--- config.mk ---
export PLATFORM = sky130hd
export DESIGN_NAME = serial_subtractor
export DESIGN_NICKNAME = d
export VERILOG_FILES = /design/src/rtl/serial_subtractor.sv
export SDC_FILE = /design/constraint.sdc
export NUM_CORES = 1
export LEC_CHECK = 0
export ABC_CLOCK_PERIOD_IN_PS = 1600
export BUFFER_PORTS_ARGS = -buffer_cell sky130_fd_sc_hd__buf_2
export CAP_MARGIN = 20
export CORE_ASPECT_RATIO = 2
export CORE_MARGIN = 1.5
export CORE_UTILIZATION = 36
export CTS_CLUSTER_DIAMETER = 60
export DETAILED_ROUTE_END_ITERATION = 16
export GPL_TIMING_DRIVEN = 0
export HOLD_SLACK_MARGIN = 0.1
export PLACE_DENSITY = 0.61
export SETUP_SLACK_MARGIN = 0.02
export SLEW_MARGIN = 0
export SYNTH_ARGS = -nofsm -noshare
export SYNTH_HDL_FRONTEND = slang
export SYNTH_SLANG_ARGS = --single-unit
--- constraint.sdc ---
create_clock -name clk -period 1.6 [get_ports clk]
set_clock_uncertainty 0.1 [all_clocks]
set_input_delay 0.08 -clock clk [delete_from_list [all_inputs] [get_ports clk]]
set_output_delay 0.08 -clock clk [all_outputs]
set_load 0.02 [all_outputs]
--- src/rtl/serial_subtractor.sv ---
// Bit-serial subtractor: computes a - b - bin one bit per clock, LSB first,
// and presents registered diff/borrow/overflow with a one-cycle done pulse.
//
// state | meaning
// IDLE  | waiting for start; results held
// RUN   | one operand bit processed per clock edge
module serial_subtractor #(
  parameter int WIDTH = 4
) (
  input  logic             clk,
  input  logic             rst,
  input  logic             start,
  input  logic [WIDTH-1:0] a,
  input  logic [WIDTH-1:0] b,
  input  logic             bin,
  output logic [WIDTH-1:0] diff,
  output logic             borrow,
  output logic             overflow,
  output logic             busy,
  output logic             done
);

  localparam int CW = $clog2(WIDTH + 1);
  localparam logic [CW-1:0] LAST = CW'(WIDTH - 1);

  typedef enum logic {IDLE = 1'b0, RUN = 1'b1} state_t;

  state_t           state, state_nxt;
  logic [CW-1:0]    cnt;
  logic [WIDTH-1:0] a_sh, b_sh;
  logic [WIDTH-2:0] d_sh;
  logic             br;
  logic             a_msb, b_msb;

  logic             load, step, last;
  logic             d, br_nxt;
  logic [WIDTH-1:0] d_sh_nxt;

  // State register
  always_ff @(posedge clk) begin
    if (rst) state <= IDLE;
    else     state <= state_nxt;
  end

  // Next-state logic
  always_comb begin
    state_nxt = state;
    case (state)
      IDLE:    if (start) state_nxt = RUN;
      RUN:     if (cnt == LAST) state_nxt = IDLE;
      default: state_nxt = IDLE;
    endcase
  end

  // Output / control decode
  always_comb begin
    busy = (state == RUN);
    load = (state == IDLE) && start;
    step = (state == RUN);
    last = (state == RUN) && (cnt == LAST);
  end

  // One full-subtractor cell; d_sh_nxt holds the difference with the new bit at the MSB
  always_comb begin
    d        = a_sh[0] ^ b_sh[0] ^ br;
    br_nxt   = (~a_sh[0] & b_sh[0]) | (~(a_sh[0] ^ b_sh[0]) & br);
    d_sh_nxt = {d, d_sh};
  end

  always_ff @(posedge clk) begin
    if (rst) begin
      cnt      <= '0;
      a_sh     <= '0;
      b_sh     <= '0;
      d_sh     <= '0;
      br       <= 1'b0;
      a_msb    <= 1'b0;
      b_msb    <= 1'b0;
      diff     <= '0;
      borrow   <= 1'b0;
      overflow <= 1'b0;
      done     <= 1'b0;
    end else begin
      done <= 1'b0;
      if (load) begin
        a_sh  <= a;
        b_sh  <= b;
        br    <= bin;
        cnt   <= '0;
        a_msb <= a[WIDTH-1];
        b_msb <= b[WIDTH-1];
      end else if (step) begin
        a_sh <= a_sh >> 1;
        b_sh <= b_sh >> 1;
        d_sh <= d_sh_nxt[WIDTH-1:1];
        br   <= br_nxt;
        cnt  <= cnt + 1'b1;
        if (last) begin
          diff     <= d_sh_nxt;
          borrow   <= br_nxt;
          // operands of different sign and result sign differs from the minuend
          overflow <= (a_msb != b_msb) && (d != a_msb);
          done     <= 1'b1;
        end
      end
    end
  end

endmodule

==> results.json <==
{
  "status": "complete, no violations",
  "slew_violations": 0,
  "postRouteAntennaNets": 0,
  "gp_congestion": 0.712,
  "path_clk_slew_ps": 90,
  "crit_fanout": 4,
  "multi_input_area_um2": 505,
  "wl_per_cell_um": 12.3,
  "synth-edff-count": 0,
  "syn_area_um2": 1070,
  "finalSetupViolCount": 0,
  "netlist.area_leader.share_pct": 46.7,
  "cp_data_arrival_time_ps": 1570,
  "yosys-top-cells-area": "dfxtp_1 47%, mux2i_1 13%, nor2_1 6.7%",
  "synth_top_area_cell": "dfxtp_1",
  "avgSynthCellArea_um2": 10.1,
  "holdWs_ps": 161,
  "ff_latch_area_um2": 503,
  "cts-htree-levels": 1,
  "ctsLongestPathBuffers": 2,
  "cpPeakStageDelay_ps": 590,
  "synth.top_cells.by_count": "25 x dfxtp_1, 19 x nor2_1, 14 x mux2i_1, 9 x nand2_1, 5 x a21oi_1",
  "p_leak_nw": 0.589,
  "antenna_found_initial": 0,
  "dr_total_vias": 785,
  "cts_tree": "yes",
  "regToRegEndpoint": "overflow",
  "critPathRequiredTime_ps": 1670,
  "path_cells": "inv_2 > fa_1 > nor2_1 > a211oi_2 > nor3_1",
  "core_um2": 2800,
  "die_x_um": 41.6,
  "n_antenna_cell": 0,
  "drive_gt1_share_pct": 29.2,
  "finalCritPeriodShare_pct": 94.1,
  "drt_first_iter_violations": 8,
  "drcViolationCount": 0,
  "cp-start-kind": "register",
  "fp-row-count": 27,
  "grt_max_degree": 15,
  "die_h_um": 80.2,
  "synth_ff_type": "dfxtp_1",
  "crit-reg2reg-launch": "b_sh[0]",
  "rsz0062_at_grt": "false",
  "cp_slowest_cell": "fa_1",
  "r2r_slack_ps": 90,
  "cts.sinks": 25,
  "power.density_nw_per_um2": 897,
  "synthArstFlopShare_pct": 0,
  "r2r_cells": 5,
  "fmax_mhz": 664,
  "grt_pass1_wl_mm": 3.37,
  "vdd_drop_max_uv": 606,
  "wl_mm": 2.04,
  "startpoint": "b_sh[0]",
  "fin_crit_ps": 1510,
  "tns_ps": 0,
  "nNetsFinal": 153,
  "critPathKind": "reg -> reg",
  "gr-usage-all-layers_pct": 13.1,
  "num-fill-cells": 278,
  "viasPerCell": 4.73,
  "grt_pass1_vias": 784,
  "ys_ff_latch": 25,
  "cts_made_buffers": 3,
  "tightest_slew_ps": 435,
  "insertion_delay_ps": 270,
  "cap_violations": 0,
  "overflow": 0,
  "cts_root_buf": "clkbuf_8",
  "area_growth_pct": 25.2,
  "cp-end-kind": "register",
  "slew_headroom_pct": 71.0,
  "first_pass_iters": 4,
  "ys_seq_area_share_pct": 46.7,
  "design.die.area_um2": 3330,
  "io_pins": 20,
  "hold_path_class": "in -> reg",
  "synth_most_common_cell": "dfxtp_1",
  "syn-instance-count": 106,
  "endpoint": "overflow",
  "hold_viol_final": 0,
  "start_util_pct": 38.2,
  "synthesis.nets": 121,
  "ys_warn_count": 0,
  "synth_cell_type_count": 24,
  "hpwl_mm": 1.48,
  "portBuffers": 18
}
[flip-flops by register name (all words and copies together) (netlist names), 3 cells and up]
signal / flops
diff: 4
cnt: 3
a_sh: 4
d_sh: 3
b_sh: 4
[worst min-delay path by stage]
stage | start | to | slack [ps] | depth (start not counted)
final | bin | br | 160 | 3
after global routing | bin | br | 180 | 3
after floorplan | a[3] | a_msb | 130 | 2
after global placement | rst | br | 220 | 2
after detailed placement | rst | br | 220 | 2
after CTS | bin | br | 160 | 3
[power by group]
group	internal, W	switching [W]
combinational	0.0000926	0.0000745
clock	0.000174	0.000198
sequential	0.000648	0.0000168
total	0.000915	0.000289
[layout by cell type, fill, tap and decap left out, types with 2 or more instances in the layout]
cell,synthesis,routed
a211oi_1,4,3
a21oi_1,5,5
buf_2,1,19
buf_4,2,2
buf_6,2,2
clkbuf_8,1,4
dfxtp_1,25,23
dfxtp_2,0,2
dlygate4sd3_1,0,9
ha_1,2,2
inv_1,3,2
mux2_2,3,3
mux2_4,3,3
mux2i_1,14,14
nand2_1,9,9
nor2_1,19,19
nor3_1,4,4
[per-layer routing]
metal	GRT usage (%)	up-vias	share of wire (%)	routed length (um)
met2	24.8	10	56	1150
met3	2.02	2	1.9	39
met4	6.77	0	1.2	24
li1	-	416	-	-
met5	0	-	0	0
met1	13.3	357	41	828
[per-stage QoR]
step / cells / util [%] / worst slack (ps) / power, W / cell area, um2
final: 166 / 47.9 / 94.6 / 0.00120 / 1340
after global routing: 166 / 47.9 / 21.3 / 0.00126 / 1340
after CTS: 166 / 47.8 / 32.8 / 0.00121 / 1340
after detailed placement: 153 / 42.7 / 4.48 / 0.000829 / 1200
after global placement: 153 / 42.7 / 36.2 / 0.000825 / 1200
after floorplan: 106 / - / 92.7 / 0.000788 / 1070
[logic make-up (layout without fill, tap and decap cells)]
group	Yosys count	in the layout	synth area share, %
AO/OA/AOI/OAI	10	10	5.95
flip-flops	25	25	46.7
buffers and inverters	10	41	6.65
multiplexers	20	20	20.4
adder cells (fa/ha/maj)	3	3	4.20
AND/OR/NAND/NOR	38	38	16.1
[worst max-delay path: cells and delay by family, from the launching register on]
family,cells,cell delay [ps]
fa+ha+maj,1,590
simple gates,2,140
flops,1,340
compound gates,1,200
buf+inv,1,40
[timing repair]
action,4_1_cts,5_1_grt
pin swaps,2,4
cloned,0,0
hold buffers,9,0
endpoints found under the hold margin,15,0
setup buffers,0,0
resized for setup,2,2
setup endpoints to repair,1,1
[area by class of cell]
| type | instances | area share [%] |
|---|---|---|
| multi-input cells | 71 | 37.7 |
| flip-flops and latches | 25 | 37.5 |
| repair buffers | 27 | 13.4 |
| plain buffers | 7 | 4.47 |
| clock buffers | 3 | 3.08 |
| well taps | 29 | 2.70 |
| inverters | 3 | 0.839 |
| clock inverters | 1 | 0.373 |
Power figures use the tool's default switching activity.
